**src/rtl/vc_arbiter_4to1.sv**
```systemverilog
`default_nettype none
// ============================================================================
// Module   : vc_arbiter_4to1
// Purpose  : Round-robin, burst-limited drain of four VC FIFOs into one FIFO.
// Revision : 1.0 - initial release
// ============================================================================
module vc_arbiter_4to1 #(
    parameter int DATA_WIDTH = 12,
    parameter int BURST      = 4
) (
    input  logic                  clk,
    input  logic                  reset,
    input  logic                  empty_0,
    input  logic                  empty_1,
    input  logic                  empty_2,
    input  logic                  empty_3,
    input  logic [DATA_WIDTH-1:0] data_in_0,
    input  logic [DATA_WIDTH-1:0] data_in_1,
    input  logic [DATA_WIDTH-1:0] data_in_2,
    input  logic [DATA_WIDTH-1:0] data_in_3,
    input  logic                  almost_full,
    output logic                  pop_0,
    output logic                  pop_1,
    output logic                  pop_2,
    output logic                  pop_3,
    output logic                  push,
    output logic [DATA_WIDTH-1:0] data_out,
    output logic [1:0]            grant,
    output logic                  busy
);

    localparam logic [0:0] c_ST_IDLE    = 1'b0;
    localparam logic [0:0] c_ST_GRANT   = 1'b1;
    localparam logic [3:0] c_BURST_LAST = 4'(BURST - 1);

    logic [0:0]            r_state;
    logic [1:0]            r_grant;
    logic [1:0]            r_grant_d;
    logic [1:0]            r_rr_ptr;
    logic [3:0]            r_burst_cnt;
    logic                  r_push;

    logic [3:0]            w_empty;
    logic [DATA_WIDTH-1:0] w_data [4];
    logic                  w_empty_g;
    logic                  w_pop_any;
    logic [3:0]            w_pop;
    logic                  w_release;
    logic                  w_any;
    logic [1:0]            w_pick;
    logic [1:0]            w_idx;

    assign w_empty   = {empty_3, empty_2, empty_1, empty_0};
    assign w_data[0] = data_in_0;
    assign w_data[1] = data_in_1;
    assign w_data[2] = data_in_2;
    assign w_data[3] = data_in_3;

    assign w_empty_g = w_empty[r_grant];
    // Pops are held off while reset is high so no word is lost to a discarded grant.
    assign w_pop_any = (r_state == c_ST_GRANT) && !w_empty_g && !almost_full && !reset;
    assign w_pop     = w_pop_any ? (4'b0001 << r_grant) : 4'b0000;
    assign w_release = (r_state == c_ST_GRANT) &&
                       (w_empty_g || (w_pop_any && (r_burst_cnt == c_BURST_LAST)));
    assign w_any     = ~&w_empty;

    // Scan from rr_ptr upward; descending loop lets the nearest candidate win.
    always_comb begin
        w_pick = r_rr_ptr;
        w_idx  = r_rr_ptr;
        for (int k = 3; k >= 0; k--) begin
            w_idx = r_rr_ptr + 2'(k);
            if (!w_empty[w_idx]) begin
                w_pick = w_idx;
            end
        end
    end

    always_ff @(posedge clk) begin
        if (reset) begin
            r_state     <= c_ST_IDLE;
            r_grant     <= 2'd0;
            r_grant_d   <= 2'd0;
            r_rr_ptr    <= 2'd0;
            r_burst_cnt <= 4'd0;
            r_push      <= 1'b0;
        end else begin
            r_push    <= w_pop_any;
            r_grant_d <= r_grant;
            if (r_state == c_ST_IDLE) begin
                if (w_any) begin
                    r_grant     <= w_pick;
                    r_burst_cnt <= 4'd0;
                    r_state     <= c_ST_GRANT;
                end
            end else begin
                if (w_release) begin
                    r_rr_ptr    <= r_grant + 2'd1;
                    r_burst_cnt <= 4'd0;
                    r_state     <= c_ST_IDLE;
                end else if (w_pop_any) begin
                    r_burst_cnt <= r_burst_cnt + 4'd1;
                end
            end
        end
    end

    assign pop_0    = w_pop[0];
    assign pop_1    = w_pop[1];
    assign pop_2    = w_pop[2];
    assign pop_3    = w_pop[3];
    assign push     = r_push;
    assign data_out = r_push ? w_data[r_grant_d] : '0;
    assign grant    = r_grant;
    assign busy     = (r_state == c_ST_GRANT);

endmodule
`default_nettype wire

```
**config.mk**
```make
export PLATFORM = sky130hd
export DESIGN_NAME = vc_arbiter_4to1
export DESIGN_NICKNAME = d
export VERILOG_FILES = /design/src/rtl/vc_arbiter_4to1.sv
export SDC_FILE = /design/constraint.sdc
export NUM_CORES = 1
export LEC_CHECK = 0
export CORE_MARGIN = 2
export CORE_UTILIZATION = 30
export CTS_CLUSTER_DIAMETER = 50
export DETAILED_ROUTE_END_ITERATION = 12
export HOLD_SLACK_MARGIN = 0.02
export PLACE_DENSITY = 0.71
export SLEW_MARGIN = 20
export SYNTH_ARGS = -nofsm -noshare
export SYNTH_HDL_FRONTEND = slang
export SYNTH_SLANG_ARGS = --single-unit
```
**constraint.sdc**
```tcl
create_clock -name clk -period 6.1 [get_ports clk]
set_clock_uncertainty 0.05 [all_clocks]
set_input_delay 1.83 -clock clk [delete_from_list [all_inputs] [get_ports clk]]
set_output_delay 1.83 -clock clk [all_outputs]
set_load 0.05 [all_outputs]
```
==> flow_metrics.tcl, run 1 <==
set metrics [dict create \
    run_status "completed" \
    synth_top_cell_by_area "mux4_2" \
    fin_tns_setup_ns 0 \
    power_w 0.000241 \
    maxCapViolations 0 \
    cts_buffer_depth 2 \
    yosys-top-cells-count "13 x mux4_2, 12 x and2_1, 12 x dfxtp_1" \
    cts_hold_repair.buffers 0 \
    via_per_inst 5.05 \
    final_layout_size_suffix_gt1_share_pct 16.7 \
    antenna_found_initial 0 \
    coreArea_mm2 0.00334 \
    grt_pass1_vias 1180 \
    rsz0062_at_grt "false" \
    grtUsageTotal_pct 19.1 \
    ys_ff_latch 12 \
    synthMuxAreaShare_pct 29.2 \
    worstMarginPinSlew_ns 0.768 \
    synth_area_per_cell_um2 10.3 \
    reg2reg_slack_ns 4.15 \
    synth-simple-area-share_pct 28.2 \
    synth_fa_ha_area_share_pct 6.02 \
    finalHoldViolCount 0 \
    dp_slack_ns 0.485 \
    ant_nets 0 \
    synth_xor_area_share_pct 0.843 \
    ys_types 34 \
    synth_area_leaders "mux4_2 28%, dfxtp_1 23%, and2_1 7.2%, ha_1 6.0%, nor2_1 4.0%" \
    powerDensity_mw_per_mm2 128 \
    syn_area_mm2 0.00104 \
    hold_path_depth 1 \
    layout_min_cycle_time_ns 5.62 \
    synth_compound_area_share_pct 10.4 \
    ios 75 \
    num_rows 21 \
    cts_tree "yes" \
    clk_pin_slew_ns 0.07 \
    syn_nets 161 \
    port_buffers 74 \
    fmax_ghz 0.178 \
    cts_sinks 12 \
    cts.htree.levels 1 \
    ys_seq_area_share_pct 23.1 \
    ys.flop_type "dfxtp_1" \
    clock_latency_ns 0.27 \
    grt-ovfl-total 0 \
    cp_max_fo 7 \
    syn_inst 101 \
    drt_wl_total_um 3620 \
    syn_to_final_growth_pct 81.3 \
    fp.dieH_um 62.8 \
    cts.repair.resized 0 \
    dieArea_mm2 0.00395 \
    critPathArrivalTime_ns 3.74 \
    setup-violations-final 0 \
    synth_edf_count 0 \
    synth_top_family_by_area "multiplexers" \
    drt_first_iter_violations 49 \
    crit_path_start_kind "input pin" \
    seqCellArea_um2 240 \
    peakVddDrop_v 0.000104 \
    antennaDiodeCount 0 \
    vias 1112 \
    nFillCells 295 \
    p_leak_nw 0.687 \
    ys_async_sr_fraction_pct 0 \
    yosysMostFrequentCell "mux4_2" \
    start_util_pct 31.1 \
    die_x_um 62.8 \
    firstDrtPassIters 4 \
    ys_warn_count 0 \
    drc 0 \
    synth_top_area_share_pct 28.2 \
    grt_pass1_wl_um 5980 \
    numCtsBuffers 3 \
    gp_congestion 0.739 \
    rr_worst_depth 5 \
    grt_max_degree 14 \
    relSlewSlack_pct 48.8 \
    multi_input_area_um2 774 \
    finalCritPeriodShare_pct 92.1 \
    root_buffer "clkbuf_4" \
    whs_ns 0.470 \
    critPathCaptureType "output pin" \
    fin_nets 236 \
    worstSetupPathType "in -> out" \
    cp.required_ns 4.22 \
    drv_slew 0 \
    hold_class "reg -> reg" \
    dp_hpwl_um 2960 \
    wl_per_cell_um 16.4 \
    post_cts_buffers 0 \
    finalWorstSetupSlack_ns 0.484 \
]
==> path summary, 6_finish.rpt <==
kind / startpoint / to
setup / recovery: empty_3 / pop_1
hold / removal: r_burst_cnt[1] / r_burst_cnt[1]
setup reg to reg: grant[0] / r_burst_cnt[0]
hold reg to reg: r_burst_cnt[1] / r_burst_cnt[1]
==> area by class of cell <==
class	instances	share of cell area [%]
inverter	2	0.399
clock buffer	3	1.20
tap	46	3.06
multi-input combinational	83	41.1
timing repair buffer	74	41.5
sequential	12	12.8
==> through the flow <==
step	utilization [%]	instances	area, um^2
after CTS	56.4	220	1880
after global placement	55.8	217	1860
after global routing	56.4	220	1880
after detailed placement	55.8	217	1860
final	56.4	220	1880
after floorplan	-	101	1040
==> kinds of logic after synthesis <==
logic type | count (synthesis)
buf+inv | 6
flops | 12
fa+ha+maj | 5
mux | 14
xor+xnor | 1
compound gates | 16
simple gates | 47
==> where the power goes <==
part	total, W	internal, W	leakage [nW]	switching (W)
registers	0.0000928	0.0000828	0.0980	0.00000998
logic	0.000102	0.0000621	0.575	0.0000397
clock network	0.0000463	0.0000228	0.0138	0.0000235
==> routing by layer <==
layer  vias up  global-route usage (%)  routed length (um)
li1        529                       -                   -
met1       528                    23.3                1580
met2        55                    33.5                1730
met3         0                    5.59                 308
met4         0                    3.33                   0
met5         -                       0                   0
==> placed cells by master (no fill, tap or decap), types with 2 or more instances in the layout <==
cell type and instances:
o21ai_0 4, mux4_2 13, and2_2 4, ha_1 5, nor2b_1 2, nor2_1 11
a211oi_1 2, inv_1 2, and2_1 12, nand2_1 3, clkdlybuf4s50_1 70, a21oi_1 3
buf_12 4, nor3_1 2, dfxtp_1 12, clkbuf_4 3, nand3_1 4
==> critical path: stages <==
cell	delay [ns]
clkdlybuf4s50_1	0.50
mux4_2	0.55
nor2b_4	0.18
nor3b_4	0.30
and2_2	0.23
buf_12	0.14
==> state kept, by name, summed over array words and instances, names as in the netlist <==
name	flops
busy	1
grant	2
push	1
r_burst_cnt	4
r_grant_d	2
r_rr_ptr	2
No activity file was read; power rests on OpenSTA's default activity.
==> run 2, diff against run 1 <==
- CTS_CLUSTER_SIZE: default -> 20
- PLACE_DENSITY: 0.71 -> default
- PLACE_DENSITY_LB_ADDON: default -> 0.05
==> flow_metrics.tcl, run 2 (synthesis gave the netlist of run 1 again) <==
set metrics [dict create \
    worstSetupEndpoint "pop_3" \
    clock_latency_ns 0.28 \
    ios 75 \
    busiest_layer "met2" \
    start_util_pct 31.1 \
    drt_first_iter_violations 28 \
    grtUsageMet3_pct 5.77 \
    critPathArrivalTime_ns 3.70 \
    dieArea_mm2 0.00395 \
    rr_worst_depth 5 \
    cts.htree.levels 1 \
    drv_slew 0 \
    swShare_pct 29.3 \
    multi_input_area_um2 774 \
    drt_wl_total_um 3170 \
    reg2reg_from "grant[0]" \
    post_cts_buffers 0 \
    syn_to_final_growth_pct 82.7 \
    fp.dieH_um 62.8 \
    reg2reg_slack_ns 4.18 \
    numCtsBuffers 3 \
    placed_cell_area_mm2 0.00186 \
    p_int_w 0.000181 \
    dp_hpwl_um 2630 \
    grt-ovfl-total 0 \
    finalCritPeriodShare_pct 91.5 \
    p_switching_w 0.0000750 \
    design_area_mm2 0.00190 \
    gp_congestion 0.767 \
    final_common_cell "clkdlybuf4s50_1" \
    coreArea_mm2 0.00334 \
    setup-violations-final 0 \
    max_stage_delay_ns 0.55 \
    cp.required_ns 4.22 \
    critPathCaptureType "output pin" \
    seqPwrFrac_pct 36.1 \
    reg2reg_to "r_burst_cnt[0]" \
    maxCapViolations 0 \
    final_layout_size_suffix_gt1_share_pct 17.1 \
    cts_buffer_depth 2 \
    fin_tns_setup_ns 0 \
    hold_class "reg -> reg" \
    crit_path_start_kind "input pin" \
    drc 0 \
    worstSetupPathType "in -> out" \
    firstDrtPassIters 4 \
    largest_reg_flops 4 \
    worstMarginPinSlew_ns 0.761 \
    wl_per_cell_um 14.3 \
    seqCellArea_um2 240 \
    cp_slowest_cell "mux4_2" \
    finalHoldViolCount 0 \
    crit_path_start "empty_3" \
    grt.met1_usage_pct 19.7 \
    cts.repair.resized 0 \
    cts_tree "yes" \
    powerDensity_mw_per_mm2 135 \
    antennaDiodeCount 0 \
    cts_sinks 12 \
    relSlewSlack_pct 49.2 \
    run_status "completed" \
    fin_nets 236 \
    use_met2_pct 28.0 \
    rsz0062_at_grt "false" \
    ant_nets 0 \
    grtUsageTotal_pct 16.2 \
    clk_pin_slew_ns 0.08 \
    port_buffers 74 \
    p_leak_nw 0.694 \
    path_cells "clkdlybuf4s50_1 > mux4_2 > nor2b_4 > nor3b_4 > and2_2 > buf_12" \
    power_frac_clock_pct 24.9 \
    largest_register "r_burst_cnt" \
    peakVddDrop_v 0.000154 \
    root_buffer "clkbuf_4" \
    die_x_um 62.8 \
    num_rows 21 \
    antenna_found_initial 0 \
    grt_max_degree 14 \
    nFillCells 293 \
    grt_pass1_wl_um 5110 \
    cts_hold_repair.buffers 0 \
    cp_max_fo 7 \
    fmax_ghz 0.179 \
    grt_pass1_vias 1025 \
    final_cell_mix "70 x clkdlybuf4s50_1, 13 x mux4_2, 12 x and2_1, 12 x dfxtp_1, 11 x nor2_1" \
    vias 1091 \
    power_frac_comb_pct 39.0 \
    via_per_inst 4.94 \
    layout_min_cycle_time_ns 5.58 \
]
==> run 2: cell count changes in the layout (fill, tap and decap cells not counted) <==
cell	previous run	this run
clkbuf_8	0	1
==> run 2: power by group through the flow <==
stage	Combinational [W]	Sequential, W	Clock [W]
global placement	0.0000990	0.0000946	0
floorplan	0.0000458	0.0000969	0
CTS	0.000101	0.0000929	0.0000661
finish	0.0000999	0.0000925	0.0000637
global route	0.000107	0.0000942	0.0000704
detailed placement	0.000100	0.0000947	0
==> run 2: worst min-delay path by stage <==
stage	start	end	slack (ns)	cells past startpoint
floorplan	r_burst_cnt[1]	r_burst_cnt[1]	0.42	1
global placement	r_burst_cnt[1]	r_burst_cnt[1]	0.44	1
detailed placement	r_burst_cnt[1]	r_burst_cnt[1]	0.45	1
CTS	r_burst_cnt[1]	r_burst_cnt[1]	0.47	1
global route	r_burst_cnt[1]	r_burst_cnt[1]	0.50	1
finish	r_burst_cnt[1]	r_burst_cnt[1]	0.46	1
==> run 2: layout make-up <==
type                            instances  area share (%)
Sequential cell                        12            12.7
Clock buffer                            4            1.91
Multi-Input combinational cell         83            40.8
Timing Repair Buffer                   74            41.2
Tap cell                               46            3.03
Inverter                                2           0.396
==> run 2: worst max-delay path, delay by kind of cell <==
| kind | cells | cell delay (ns) |
|---|---|---|
| AND/OR/NAND/NOR | 3 | 0.69 |
| multiplexers | 1 | 0.55 |
| buffers and inverters | 2 | 0.63 |
==> run 2: through the flow <==
stage | hold WS, ns | std cells | setup slack, ns | utilization, % | total power, W
after floorplan | 0.419 | 101 | 1.15 | - | 0.000143
after global placement | 0.440 | 217 | 0.518 | 55.8 | 0.000194
after detailed placement | 0.446 | 217 | 0.489 | 55.8 | 0.000195
after CTS | 0.467 | 221 | 0.490 | 56.8 | 0.000259
after global routing | 0.504 | 221 | 0.404 | 56.8 | 0.000272
final | 0.461 | 221 | 0.517 | 56.8 | 0.000256
==> run 2: layer usage <==
layer	vias up	part of all wire [%]	wire length, um
met2	56	47	1490
met1	501	44	1380
met4	0	0.54	17
met5	-	0	0
met3	4	8.7	276
li1	530	-	-
==> run 3, diff against run 2 <==
- CAP_MARGIN: default -> 25
- PLACE_DENSITY: default -> 0.74
- PLACE_DENSITY_LB_ADDON: 0.05 -> default
==> flow_metrics.tcl, run 3 (synthesis gave the netlist of run 1 again) <==
set metrics [dict create \
    crit_path_start "empty_3" \
    firstDrtPassIters 4 \
    die_x_um 62.8 \
    largest_register "r_burst_cnt" \
    cp.required_ns 4.22 \
    seqPwrFrac_pct 38.5 \
    start_util_pct 31.1 \
    drv_slew 0 \
    highest_layer "met4" \
    run_status "completed" \
    dp_hpwl_um 2930 \
    coreArea_mm2 0.00334 \
    setup-violations-final 0 \
    design_area_mm2 0.00188 \
    final_common_cell "clkdlybuf4s50_1" \
    via_per_inst 5.25 \
    reg2reg_from "grant[0]" \
    cts_hold_repair.buffers 0 \
    num_rows 21 \
    drt_first_iter_violations 52 \
    stdcell_count 220 \
    finalHoldViolCount 0 \
    reg2reg_to "r_burst_cnt[0]" \
    critPathArrivalTime_ns 3.75 \
    wl_met2_um 1740 \
    grt_pass1_wl_um 5580 \
    gp_congestion 0.787 \
    drt_wl_total_um 3530 \
    syn_to_final_growth_pct 81.3 \
    place_inst 217 \
    clock_latency_ns 0.27 \
    worstMarginPinSlew_ns 0.745 \
    root_buffer "clkbuf_4" \
    grtUsageTotal_pct 17.9 \
    vias 1155 \
    cp_max_fo 7 \
    antennaDiodeCount 0 \
    grt_pass1_vias 1139 \
    multi_input_area_um2 774 \
    maxCapViolations 0 \
    peakVddDrop_v 0.000108 \
    swShare_pct 30.6 \
    cts.repair.resized 0 \
    placed_cell_area_mm2 0.00186 \
    p_leak_nw 0.687 \
    crit_path_start_kind "input pin" \
    clk_pin_slew_ns 0.07 \
    fp.dieH_um 62.8 \
    power_frac_comb_pct 42.1 \
    post_cts_buffers 0 \
    cts_buffer_depth 2 \
    fin_tns_setup_ns 0 \
    cts_sinks 12 \
    drc 0 \
    ant_nets 0 \
    p_switching_w 0.0000738 \
    rr_worst_depth 5 \
    grt-ovfl-total 0 \
    final_cell_mix "70 x clkdlybuf4s50_1, 13 x mux4_2, 12 x and2_1, 12 x dfxtp_1, 11 x nor2_1" \
    wl_per_cell_um 16.1 \
    seqCellArea_um2 240 \
    fin_nets 236 \
    layout_min_cycle_time_ns 5.63 \
    cts.htree.levels 1 \
    worstSetupPathType "in -> out" \
    final_layout_size_suffix_gt1_share_pct 16.7 \
    antenna_found_initial 0 \
    critPathCaptureType "output pin" \
    dieArea_mm2 0.00395 \
    grt_max_degree 14 \
    p_int_w 0.000168 \
    numCtsBuffers 3 \
    power_w 0.000242 \
    fmax_ghz 0.178 \
    power_frac_clock_pct 19.4 \
    powerDensity_mw_per_mm2 128 \
    finalCritPeriodShare_pct 92.3 \
    hold_class "reg -> reg" \
    relSlewSlack_pct 50.3 \
    largest_reg_flops 4 \
    reg2reg_slack_ns 4.13 \
    ios 75 \
    worstSetupEndpoint "pop_1" \
    wl_met3_um 329 \
    port_buffers 74 \
    wirelength_met1_um 1450 \
    rsz0062_at_grt "false" \
    nFillCells 302 \
    cts_tree "yes" \
]
## run 3: cell count changes in the layout (fill, tap and decap cells not counted)
cell	previous run	this run
clkbuf_8	1	0
## run 3: worst min-delay path by stage
stage / from / to / slack [ns] / cells after the start
final: r_burst_cnt[1] / r_burst_cnt[1] / 0.46 / 1
after global routing: r_burst_cnt[1] / r_burst_cnt[1] / 0.50 / 1
after CTS: r_burst_cnt[1] / r_burst_cnt[1] / 0.47 / 1
after detailed placement: r_burst_cnt[1] / r_burst_cnt[1] / 0.45 / 1
after global placement: r_burst_cnt[1] / r_burst_cnt[1] / 0.44 / 1
after floorplan: r_burst_cnt[1] / r_burst_cnt[1] / 0.42 / 1
## run 3: worst max-delay path, stage by stage
cell	delay, ns
clkdlybuf4s50_1	0.51
mux4_2	0.56
nor2b_4	0.19
nor3b_4	0.30
and2_2	0.22
buf_12	0.13
## run 3: power groups by stage
stage | Clock, W | Combinational [W] | Sequential, W
4_1_cts | 0.0000496 | 0.000102 | 0.0000930
2_1_floorplan | 0 | 0.0000458 | 0.0000969
6_report | 0.0000470 | 0.000102 | 0.0000929
3_5_place_dp | 0 | 0.000102 | 0.0000948
3_3_place_gp | 0 | 0.0000993 | 0.0000942
5_1_grt | 0.0000527 | 0.000108 | 0.0000942
## run 3: through the flow
step / hold WS (ns) / utilization [%] / worst slack, ns
2_1_floorplan: 0.419 / - / 1.15
3_3_place_gp: 0.438 / 55.8 / 0.576
3_5_place_dp: 0.447 / 55.8 / 0.476
4_1_cts: 0.466 / 56.4 / 0.478
5_1_grt: 0.500 / 56.4 / 0.408
6_report: 0.464 / 56.4 / 0.467
## run 3: cell type report
cell class / instances / area share (%)
Timing Repair Buffer: 74 / 41.5
Multi-Input combinational cell: 83 / 41.1
Sequential cell: 12 / 12.8
Inverter: 2 / 0.399
Clock buffer: 3 / 1.20
Tap cell: 46 / 3.06
## run 3: per-layer routing
metal	global-route usage [%]	vias to the layer above
li1	-	526
met5	0	-
met2	32.4	65
met4	3.61	0
met1	21.0	562
met3	5.23	2
